--- src/rtl/osd_overlay_mixer.sv ---
// osd_overlay_mixer: raster counters for the icon ROM stage, ROM-latency delay line
// and a keyed / 50% alpha-blended icon mix into the top-left corner of the video.
`default_nettype none

module osd_overlay_mixer #(
  parameter int          ICON_W    = 50,
  parameter int          ICON_H    = 50,
  parameter int          ROM_LAT   = 3,
  parameter logic [23:0] KEY_COLOR = 24'h0,
  parameter logic        VS_POL    = 1'b1
) (
  input  logic        clk,
  input  logic        rst_n,
  input  logic        vs_i,
  input  logic        hs_i,
  input  logic        de_i,
  input  logic [23:0] rgb_i,
  input  logic        blend_en,
  output logic [11:0] pixel_x,
  output logic [11:0] pixel_y,
  output logic        de_o_rom,
  input  logic [23:0] font_data,
  input  logic [2:0]  color_select,
  output logic        vs_o,
  output logic        hs_o,
  output logic        de_o,
  output logic [23:0] rgb_o
);

  localparam int          c_DL_W  = 28;
  localparam logic [12:0] c_WIN_W = 13'(ICON_W);
  localparam logic [12:0] c_WIN_H = 13'(ICON_H);
  localparam logic [c_DL_W-1:0] c_DL_RST = {~VS_POL, 3'b000, 24'h0};

  // S0 registers and their one-cycle-old copies for edge detection
  logic        r_vs0;
  logic        r_hs0;
  logic        r_de0;
  logic [23:0] r_rgb0;
  logic        r_vs_q;
  logic        r_de_q;

  logic [11:0] r_px;
  logic [11:0] r_py;
  logic        r_frame_ok;

  logic        w_vs_edge;
  logic        w_de_fall;
  logic        w_win;
  logic [11:0] w_px_inc;
  logic [11:0] w_py_inc;

  logic [c_DL_W-1:0] r_dl [ROM_LAT];
  logic [c_DL_W-1:0] w_s0;
  logic [c_DL_W-1:0] w_tail;

  logic        w_tl_vs;
  logic        w_tl_hs;
  logic        w_tl_de;
  logic        w_tl_win;
  logic [23:0] w_tl_rgb;
  logic [23:0] w_blend;
  logic        w_ovl;
  logic [23:0] w_mix;

  logic        r_vs_o;
  logic        r_hs_o;
  logic        r_de_o;
  logic [23:0] r_rgb_o;

  always_ff @(posedge clk or negedge rst_n) begin
    if (!rst_n) begin
      r_vs0  <= ~VS_POL;
      r_hs0  <= 1'b0;
      r_de0  <= 1'b0;
      r_rgb0 <= 24'h0;
      r_vs_q <= ~VS_POL;
      r_de_q <= 1'b0;
    end else begin
      r_vs0  <= vs_i;
      r_hs0  <= hs_i;
      r_de0  <= de_i;
      r_rgb0 <= rgb_i;
      r_vs_q <= r_vs0;
      r_de_q <= r_de0;
    end
  end

  assign w_vs_edge = (r_vs0 == VS_POL) && (r_vs_q != VS_POL);
  assign w_de_fall = r_de_q && !r_de0;
  assign w_px_inc  = (r_px == 12'hFFF) ? r_px : r_px + 12'd1;
  assign w_py_inc  = (r_py == 12'hFFF) ? r_py : r_py + 12'd1;

  // A frame start overrides a line end landing on the same cycle
  always_ff @(posedge clk or negedge rst_n) begin
    if (!rst_n) begin
      r_px       <= 12'h0;
      r_py       <= 12'h0;
      r_frame_ok <= 1'b0;
    end else if (w_vs_edge) begin
      r_px       <= 12'h0;
      r_py       <= 12'h0;
      r_frame_ok <= 1'b1;
    end else begin
      r_px <= r_de0 ? w_px_inc : 12'h0;
      if (w_de_fall) begin
        r_py <= w_py_inc;
      end
    end
  end

  assign w_win = r_de0 && ({1'b0, r_px} < c_WIN_W) && ({1'b0, r_py} < c_WIN_H);
  assign w_s0  = {r_vs0, r_hs0, r_de0, w_win, r_rgb0};

  genvar gi;
  generate
    for (gi = 0; gi < ROM_LAT; gi++) begin : g_dl
      if (gi == 0) begin : g_head
        always_ff @(posedge clk or negedge rst_n) begin
          if (!rst_n) begin
            r_dl[gi] <= c_DL_RST;
          end else begin
            r_dl[gi] <= w_s0;
          end
        end
      end else begin : g_tail
        always_ff @(posedge clk or negedge rst_n) begin
          if (!rst_n) begin
            r_dl[gi] <= c_DL_RST;
          end else begin
            r_dl[gi] <= r_dl[gi-1];
          end
        end
      end
    end
  endgenerate

  assign w_tail   = r_dl[ROM_LAT-1];
  assign w_tl_vs  = w_tail[27];
  assign w_tl_hs  = w_tail[26];
  assign w_tl_de  = w_tail[25];
  assign w_tl_win = w_tail[24];
  assign w_tl_rgb = w_tail[23:0];

  // 9-bit channel sum cannot exceed 511, so bits [8:1] never overflow
  genvar gc;
  generate
    for (gc = 0; gc < 3; gc++) begin : g_ch
      logic [8:0] w_sum;
      assign w_sum = {1'b0, w_tl_rgb[gc*8 +: 8]} + {1'b0, font_data[gc*8 +: 8]} + 9'd1;
      assign w_blend[gc*8 +: 8] = w_sum[8:1];
    end
  endgenerate

  assign w_ovl = w_tl_win && (color_select != 3'd0) && (font_data != KEY_COLOR) && r_frame_ok;

  always_comb begin
    w_mix = w_tl_rgb;
    if (!w_tl_de || !r_frame_ok) begin
      w_mix = 24'h0;
    end else if (w_ovl) begin
      w_mix = blend_en ? w_blend : font_data;
    end
  end

  always_ff @(posedge clk or negedge rst_n) begin
    if (!rst_n) begin
      r_vs_o  <= ~VS_POL;
      r_hs_o  <= 1'b0;
      r_de_o  <= 1'b0;
      r_rgb_o <= 24'h0;
    end else begin
      r_vs_o  <= w_tl_vs;
      r_hs_o  <= w_tl_hs;
      r_de_o  <= w_tl_de && r_frame_ok;
      r_rgb_o <= w_mix;
    end
  end

  assign pixel_x  = r_px;
  assign pixel_y  = r_py;
  assign de_o_rom = r_de0;
  assign vs_o     = r_vs_o;
  assign hs_o     = r_hs_o;
  assign de_o     = r_de_o;
  assign rgb_o    = r_rgb_o;

endmodule

`default_nettype wire

--- config.mk ---
export PLATFORM = sky130hd
export DESIGN_NAME = osd_overlay_mixer
export DESIGN_NICKNAME = d
export VERILOG_FILES = /design/src/rtl/osd_overlay_mixer.sv
export SDC_FILE = /design/constraint.sdc
export NUM_CORES = 1
export LEC_CHECK = 0
export CAP_MARGIN = 40
export CORE_MARGIN = 2
export CORE_UTILIZATION = 55
export CTS_CLUSTER_SIZE = 16
export DETAILED_ROUTE_END_ITERATION = 8
export PLACE_DENSITY_LB_ADDON = 0.1
export SLEW_MARGIN = 30
export SYNTH_ARGS = -nofsm -noshare
export SYNTH_HDL_FRONTEND = slang
export SYNTH_SLANG_ARGS = --single-unit
--- constraint.sdc ---
create_clock -name clk -period 6 [get_ports clk]
set_clock_uncertainty 0.05 [all_clocks]
set_input_delay 1.2 -clock clk [delete_from_list [all_inputs] [get_ports clk]]
set_output_delay 1.2 -clock clk [all_outputs]
set_load 0.005 [all_outputs]
# Word-level counts from Yosys, hierarchy flattened
# Cells that the tools add are included.
# W data, S select, Z words.
dict set report classes {
  add_sub_neg 8
  magnitude_cmp 2
  eq_ne 4
  muxes 9
  bitwise 1
  n_reduce_logical 16
}
# cell count
set op_table {}
lappend op_table {{$mux W12} 6}
lappend op_table {{$mux W24} 3}
lappend op_table {{$add A8 B8 Y9} 3}
lappend op_table {{$add A9 B1 Y9 const B} 3}
lappend op_table {{$add A12 B1 Y12 const B} 2}
lappend op_table {{$eq A12 B12 Y1 const B} 2}
lappend op_table {{$lt A12 B6 Y1 const B} 2}
lappend op_table {{$reduce_bool A24 Y1} 1}
lappend op_table {{$logic_and A1 B1 Y1} 8}
lappend op_table {{$logic_not A1 Y1} 3}
lappend op_table {{$ne A3 B3 Y1 const B} 1}
lappend op_table {{$reduce_bool A3 Y1} 1}
lappend op_table {{$ne A2 B2 Y1 const B} 1}
lappend op_table {{$reduce_and A2 Y1} 1}
lappend op_table {{$reduce_bool A2 Y1} 1}
lappend op_table {{$logic_or A1 B1 Y1} 1}
lappend op_table {{$not A1 Y1} 1}
dict set report word_totals {
  ff_bits 165
  wordCells 56
}

# Logic depth before layout (Yosys ltp)
# Gate-level depths: netlist of the first run.
dict set report logic_depth {
  depth_word 6
  ltp_mapped 8
  depth_no_buf 8
}

# Least setup slack after synthesis of the first run
# OpenSTA, ideal clock, no wires.
dict set report synth_timing {
  kind {input to register}
  startpoint {in font_data[8]}
  endpoint {reg r_rgb_o[15] (netlist: rgb_o[15])}
  setup_time_ps 137
  arrival_ps 2933
  t_required_ps 5813
  path_slack_ps 2881
  cell_stages 8
  n_path_buf 0
  cell_sequence {or2_2 -> fa_1 -> a21o_1 -> a21o_1 -> a2111oi_0 -> o211ai_1 -> o2111ai_1 -> o21ai_0}
}
dict set report synth_via {
  elab_chain_cells 5
  elab_cells_between_ends 8
  cone_classes {2 x add/sub; 3 x mux; 3 x reduce/logical}
}
# item line
set synth_rtl {}
lappend synth_rtl {{start: declaration} 22} ;# input logic [23:0] font_data,
lappend synth_rtl {{$add A8 B8 Y9 / $reduce_bool A24 Y1 (equally long branches)} {150, 155}}
lappend synth_rtl {{$add A9 B1 Y9 / $logic_and A1 B1 Y1 (equally long branches)} {150, 155}}
lappend synth_rtl {{$mux W24 / $logic_and A1 B1 Y1 (equally long branches)} {162, 155}}
lappend synth_rtl {{$mux W24 *} 161} ;# end else if (w_ovl) begin
lappend synth_rtl {{$mux W24 *} 159} ;# if (!w_tl_de || !r_frame_ok) begin
lappend synth_rtl {{named net w_mix[15]} 64} ;# logic [23:0] w_mix;
lappend synth_rtl {{end signal: assignment} 176} ;# r_rgb_o <= w_mix;
lappend synth_rtl {{end: declaration} 69} ;# logic [23:0] r_rgb_o;
# The timed path passes the listed nets; every way through them passes the cells marked *.
# A chain may end at the register's enable or synchronous reset.

# Worst setup path after layout of the first run
# Same ends and word-level chain as after synthesis.

==> metrics.txt, run 1 <==
status=complete, no violations; Final Hold Viols=0; Compound-Gate Fraction of Synth Area=0.109; Synth warnings=0; clk slew on worst S/H paths=0.06 ns; max-cap violation count=0; RR Endpoint=rgb_o[15]$_DFF_PN0_; Post-CTS Setup Bufs=0; Post-synth EDFFs=0; Leakage=3.59 nW; Detailed Place HPWL=8.09 mm; Hold-fix buffers, CTS=0; Root Driver=clkbuf_16; Top FF cell, synth=dfrtp_1; Hold Path Depth=0; row cnt=39; Power Internal=1.90 mW; # clock sinks=163; Die H=111 um; Min Clock Period, post-route=3.35 ns; clock latency on the worst-skew pair=0.42 ns; vias in the first global route=4223; Multi-input gate area=2140 sq um; Yosys top cell area share=0.648; Max-slew headroom=0.637; die area=12300 sq um; Peak VDD IR=0.000237 V; Starting Density=0.558; Clock power frac=0.416; P_sw=0.601 mW; Hold Startpoint=r_rgb0[3]$_DFF_PN0_; gr usage total=0.212; Comb pwr share=0.111; register area share after synthesis=0.648; Area Overhead vs Synth=30.0%; Reg area=4080 sq um; switching part of the total=0.240; min-delay worst type=reg -> reg; Post-Syn Area=6290 sq um; clk buf depth=2; Avg Cell Area, Syn=12.9 sq um; Pre-antenna DRT Iters=4; Critical Path Source=font_data[8]; I/O pin total=109; H-tree Lvls=4; Final Cycle Share=0.559; FMAX=298 MHz; via count=4167; antenna violations before repair=0; CTS resizes=0; final setup fails=0; critical path endpoint category=register; Die Wd=111 um; number of buffers created by CTS=17; drt initial violations=156; Synthesized Nets=570; PwrDens=306 nW/um^2; vias per cell=5.45; Crit path arrival time=3.59 ns; Startpoint Class=primary input; core area=11300 sq um; Synth Area in Adders=0.0553; Distinct cells, synth=54; Worst-Margin Slew=0.542 ns; fraction of synthesized cell area in xor and xnor cells=0.0418; post-synth top area cell=dfrtp_1; diode count=0; top post-synthesis cells by area=dfrtp_1 (65%), ha_1 (4.6%), nor2_1 (2.9%); largest net degree at the start of global routing=122; R2R Setup Slk=3.50 ns; Seq pwr share=0.473; Post-synth ARST share=1.00; count leader, synth=dfrtp_1; Hold Path End=r_dl[59]$_DFF_PN0_; I/O Buffers=108; RSZ-0062 raised after global routing=false; commonest cells in the netlist=dfrtp_1 (163), nor2_1 (49), a21oi_1 (27); critical path type=in -> reg; worst r2r src=w_tail[8]$_DFF_PN0_; post-route ant nets=0; Slew Limit Fails=0; Final Cell Area=8180 sq um; first-pass GRT wire length=20.5 mm; mux cell area share after synthesis=0.0286; largest family of logic cells by synthesized area=compound AO/OA/AOI/OAI gates; CP Max Fanout=4; Placer Congestion=0.843; Final #Nets=692; setup tns final=0 ns; wire length per cell=16.1 um; DP Area=7570 sq um; # DRC=0; WL final=12.3 mm; total congestion overflow=0; CP required=6.23 ns; Reg2Reg Depth=8; fraction of layout cells with a size suffix above 1=0.0804; Post-Synth Simple-Gate Area=0.105; post-synthesis instance total=487; Layout fillers=777; CTS tree=done; Yosys reg bits=163
==> routing by layer <==
layer / vias up / GRT usage / share of wire
li1: 1988 / - / -
met1: 2036 / 0.290 / 0.45
met2: 120 / 0.326 / 0.48
met3: 23 / 0.0558 / 0.049
met4: 0 / 0.0900 / 0.021
met5: - / 0 / 0
==> placed cells by master, fill, tap and decap left out, types with 4 or more instances in the layout <==
| cell type | n |
|---|---|
| mux2i_1 | 18 |
| dfrtp_1 | 163 |
| o21ai_0 | 24 |
| nor2_1 | 49 |
| nand2b_1 | 7 |
| xnor2_1 | 14 |
| nand2_1 | 25 |
| nor4_1 | 7 |
| a21o_1 | 6 |
| inv_1 | 7 |
| ha_1 | 23 |
| and4_1 | 4 |
| a31oi_1 | 5 |
| xor2_1 | 16 |
| nand4_1 | 7 |
| o211ai_1 | 7 |
| clkbuf_16 | 17 |
| a21oi_1 | 27 |
| a211oi_1 | 8 |
| nor3_1 | 4 |
| clkdlybuf4s50_1 | 107 |
==> power groups by stage <==
stage	combinational (mW)	sequential, mW	clock [mW]
floorplan	0.133	1.20	0
global placement	0.263	1.20	0
detailed placement	0.274	1.21	0
CTS	0.278	1.19	1.07
global route	0.308	1.19	1.12
finish	0.278	1.18	1.04
==> worst max-delay path: stages <==
cell	delay, ns
clkdlybuf4s50_1	0.45
or2_2	0.34
fa_1	0.40
a21o_1	0.19
a21o_1	0.22
a2111oi_0	0.42
o211ai_1	0.13
o2111ai_1	0.12
o21ai_0	0.11
==> worst max-delay path by stage <==
stage / slack [ns] / cells past startpoint / end
detailed placement: 2.24 / 9 / rgb_o[15]$_DFF_PN0_
finish: 2.65 / 9 / rgb_o[15]$_DFF_PN0_
global route: 2.49 / 9 / rgb_o[15]$_DFF_PN0_
CTS: 2.69 / 9 / rgb_o[15]$_DFF_PN0_
global placement: 2.29 / 9 / rgb_o[15]$_DFF_PN0_
floorplan: 2.88 / 8 / rgb_o[15]$_DFF_PN0_
==> cells by family after synthesis <==
| family | Yosys count |
|---|---|
| flops | 163 |
| compound gates | 103 |
| xor+xnor | 30 |
| buf+inv | 20 |
| fa+ha+maj | 26 |
| mux | 18 |
| simple gates | 127 |
==> registers in the layout, indices dropped and copies added, names as in the netlist <==
register,cells
rgb_o,24
de_o_rom,1
pixel_y,12
r_dl,56
r_rgb0,24
r_hs0,1
pixel_x,12
vs_o,1
r_frame_ok,1
w_tail,28
r_vs0,1
de_o,1
hs_o,1
==> final cells by class <==
cell class | instances | area share
sequential | 163 | 0.499
multi-input combinational | 304 | 0.262
timing repair buffer | 115 | 0.143
clock buffer | 20 | 0.0558
tap | 143 | 0.0219
clock inverter | 12 | 0.0150
inverter | 8 | 0.00367
==> through the flow <==
stage | hold WS, ns | setup WS (ns) | std cells | total power [mW] | util
6_report | 0.293 | 2.65 | 765 | 2.51 | 0.726
5_1_grt | 0.295 | 2.49 | 765 | 2.61 | 0.726
4_1_cts | 0.294 | 2.69 | 764 | 2.53 | 0.723
3_5_place_dp | 0.285 | 2.24 | 732 | 1.48 | 0.672
3_3_place_gp | 0.282 | 2.29 | 729 | 1.47 | 0.668
2_1_floorplan | 0.281 | 2.88 | 487 | 1.33 | -
Power figures use the tool's default switching activity.
==> run 2, diff against run 1 <==
--- a/config.mk
+++ b/config.mk
@@ -7,7 +7,7 @@
 export LEC_CHECK = 0
 export CAP_MARGIN = 40
 export CORE_MARGIN = 2
-export CORE_UTILIZATION = 55
+export CORE_UTILIZATION = 52
 export CTS_CLUSTER_SIZE = 16
 export DETAILED_ROUTE_END_ITERATION = 8
 export PLACE_DENSITY_LB_ADDON = 0.1
==> constraint.sdc (replaced) <==
create_clock -name clk -period 3.2 [get_ports clk]
set_clock_uncertainty 0.05 [all_clocks]
set_input_delay 0.64 -clock clk [delete_from_list [all_inputs] [get_ports clk]]
set_output_delay 0.64 -clock clk [all_outputs]
set_load 0.005 [all_outputs]
==> run 2 against run 1 <==
Against the previous run: critical path depth stayed put; combinational power is 91% higher; first-iteration DRC count is 84% higher; register-to-register slack worse by 2.7 ns; hold slack worse by 0.21 ns; clock power is 79% higher; utilization is 3.7 points lower; worst setup slack worse by 2.2 ns; critical path type unchanged; largest cell class unchanged; largest power group unchanged; highest routed layer unchanged.
==> metrics.txt, run 2 (synthesis results as in run 1) <==
post-route ant nets=0 (unchanged); Area Overhead vs Synth=30.4%; PwrDens=562 nW/um^2 (+83%); CTS resizes=0 (unchanged); Min Clock Period, post-route=2.74 ns; largest net degree at the start of global routing=56 (-54%); row cnt=40 (+2.6%); Startpoint Class=primary input; Max-slew headroom=0.542 (-0.0942); final setup fails=0 (unchanged); Final #Nets=698 (+0.87%); first-pass GRT wire length=20.7 mm (+0.91%); total power=4.61 mW (+84%); Post-CTS Setup Bufs=0 (unchanged); Finished Layout Cells=775 (+1.3%); die area=13000 sq um (+5.6%); critical path endpoint category=register; diode count=0 (unchanged); Placed Cells incl. Taps=742 (+1.4%); Detailed Place HPWL=8.62 mm (+6.5%); fraction of layout cells with a size suffix above 1=0.0892 (+0.00879); vias per cell=5.48 (+0.65%); # DRC=0 (unchanged); I/O Buffers=108 (unchanged); most frequent cells in the layout=dfrtp_1 (163), clkdlybuf4s50_1 (107), nor2_1 (49), a21oi_1 (27), nand2_1 (25); Die H=114 um (+2.7%); critical path type=in -> reg; clk slew on worst S/H paths=0.06 ns (about the same); Slew Limit Fails=0 (unchanged); min-delay worst type=in -> async; via count=4249 (+2.0%); wire length per cell=16.1 um (+0.30%); clk buf depth=2 (unchanged); Worst-Margin Slew=0.684 ns (+0.143 ns); most common cell after layout, fill and taps aside=dfrtp_1; vias in the first global route=4328 (+2.5%); Leakage=3.60 nW (+0.37%); final core occ=0.689 (-0.0370); Largest Register=r_dl; # clock sinks=163 (unchanged); antenna violations before repair=0 (unchanged); Root Driver=clkbuf_16; Crit path arrival time=2.97 ns (-0.62 ns); status=complete, no violations; Starting Density=0.528 (-0.0300); core area=11900 sq um (+5.7%); Pre-antenna DRT Iters=5 (+1); H-tree Lvls=4 (unchanged); WL final=12.5 mm (+1.6%); Final Hold Viols=0 (unchanged); FMAX=365 MHz; RSZ-0062 raised after global routing=false; Final Cycle Share=0.855; CP required=3.43 ns (-2.80 ns); Placer Congestion=0.894 (+6.1%); total congestion overflow=0 (unchanged); Hold-fix buffers, CTS=0 (unchanged); Largest register FFs=56 (unchanged); I/O pin total=109 (unchanged); setup tns final=0 ns (unchanged); clock latency on the worst-skew pair=0.41 ns (about the same); Peak VDD IR=0.000389 V (+64%); Die Wd=114 um (+2.7%); CTS tree=done; gr usage total=0.208 (-0.00429); max-cap violation count=0 (unchanged); number of buffers created by CTS=17 (unchanged); drt initial violations=287 (+84%); CP Max Fanout=3 (-1)
run 2: layout make-up:
type | count | area [sq um]
well taps | 147 | 184
flip-flops and latches | 163 | 4080
inverters | 8 | 30.0
fillers | 862 | 3710
clock buffers | 21 | 460
clock inverters | 11 | 92.6
multi-input cells | 304 | 2140
repair buffers | 121 | 1210
run 2: through the flow:
stage / setup WS, ns / instance area (sq um) / hold WS (ns)
6_report: 0.463 / 8200 / 0.0869
5_1_grt: 0.409 / 8200 / 0.0897
4_1_cts: 0.470 / 8200 / 0.0851
3_5_place_dp: 0.0382 / 7640 / 0.285
3_3_place_gp: 0.0518 / 7640 / 0.282
2_1_floorplan: 0.641 / 6290 / 0.281
run 2: metal layers:
metal | GRT usage | part of all wire | vias up
met5 | 0 | 0 | -
met3 | 0.0728 | 0.073 | 17
met4 | 0.0805 | 0.016 | 0
met1 | 0.263 | 0.43 | 2076
li1 | - | - | 1988
met2 | 0.331 | 0.48 | 168
run 2: worst paths after layout:
check / from / endpoint / slack [ns] / depth (start not counted)
worst min-delay path: rst_n / r_dl[57]$_DFF_PN0_ / 0.09 / 1
worst min register to register: r_rgb0[8]$_DFF_PN0_ / r_dl[64]$_DFF_PN0_ / 0.30 / 0
worst max register to register: w_tail[8]$_DFF_PN0_ / rgb_o[15]$_DFF_PN0_ / 0.79 / 8
min in group clk: r_rgb0[8]$_DFF_PN0_ / r_dl[64]$_DFF_PN0_ / 0.30 / 0
max in group asynchronous: rst_n / rgb_o[12]$_DFF_PN0_ / 2.24 / 2
worst max-delay path: font_data[8] / rgb_o[15]$_DFF_PN0_ / 0.46 / 9
run 2: power by group:
| part | total, mW | leakage [nW] | internal [mW] | switching, mW |
|---|---|---|---|---|
| Clock | 1.86 | 0.267 | 1.05 | 0.805 |
| Combinational | 0.532 | 1.36 | 0.274 | 0.258 |
| Sequential | 2.22 | 1.98 | 2.17 | 0.0509 |
| Total | 4.61 | 3.60 | 3.50 | 1.11 |
run 2: critical path, stage by stage:
cell	delay, ns
clkdlybuf4s50_1	0.44
or2_2	0.33
fa_1	0.41
a21o_1	0.19
a21o_1	0.18
a2111oi_0	0.43
o211ai_1	0.15
o2111ai_1	0.08
o21ai_0	0.11
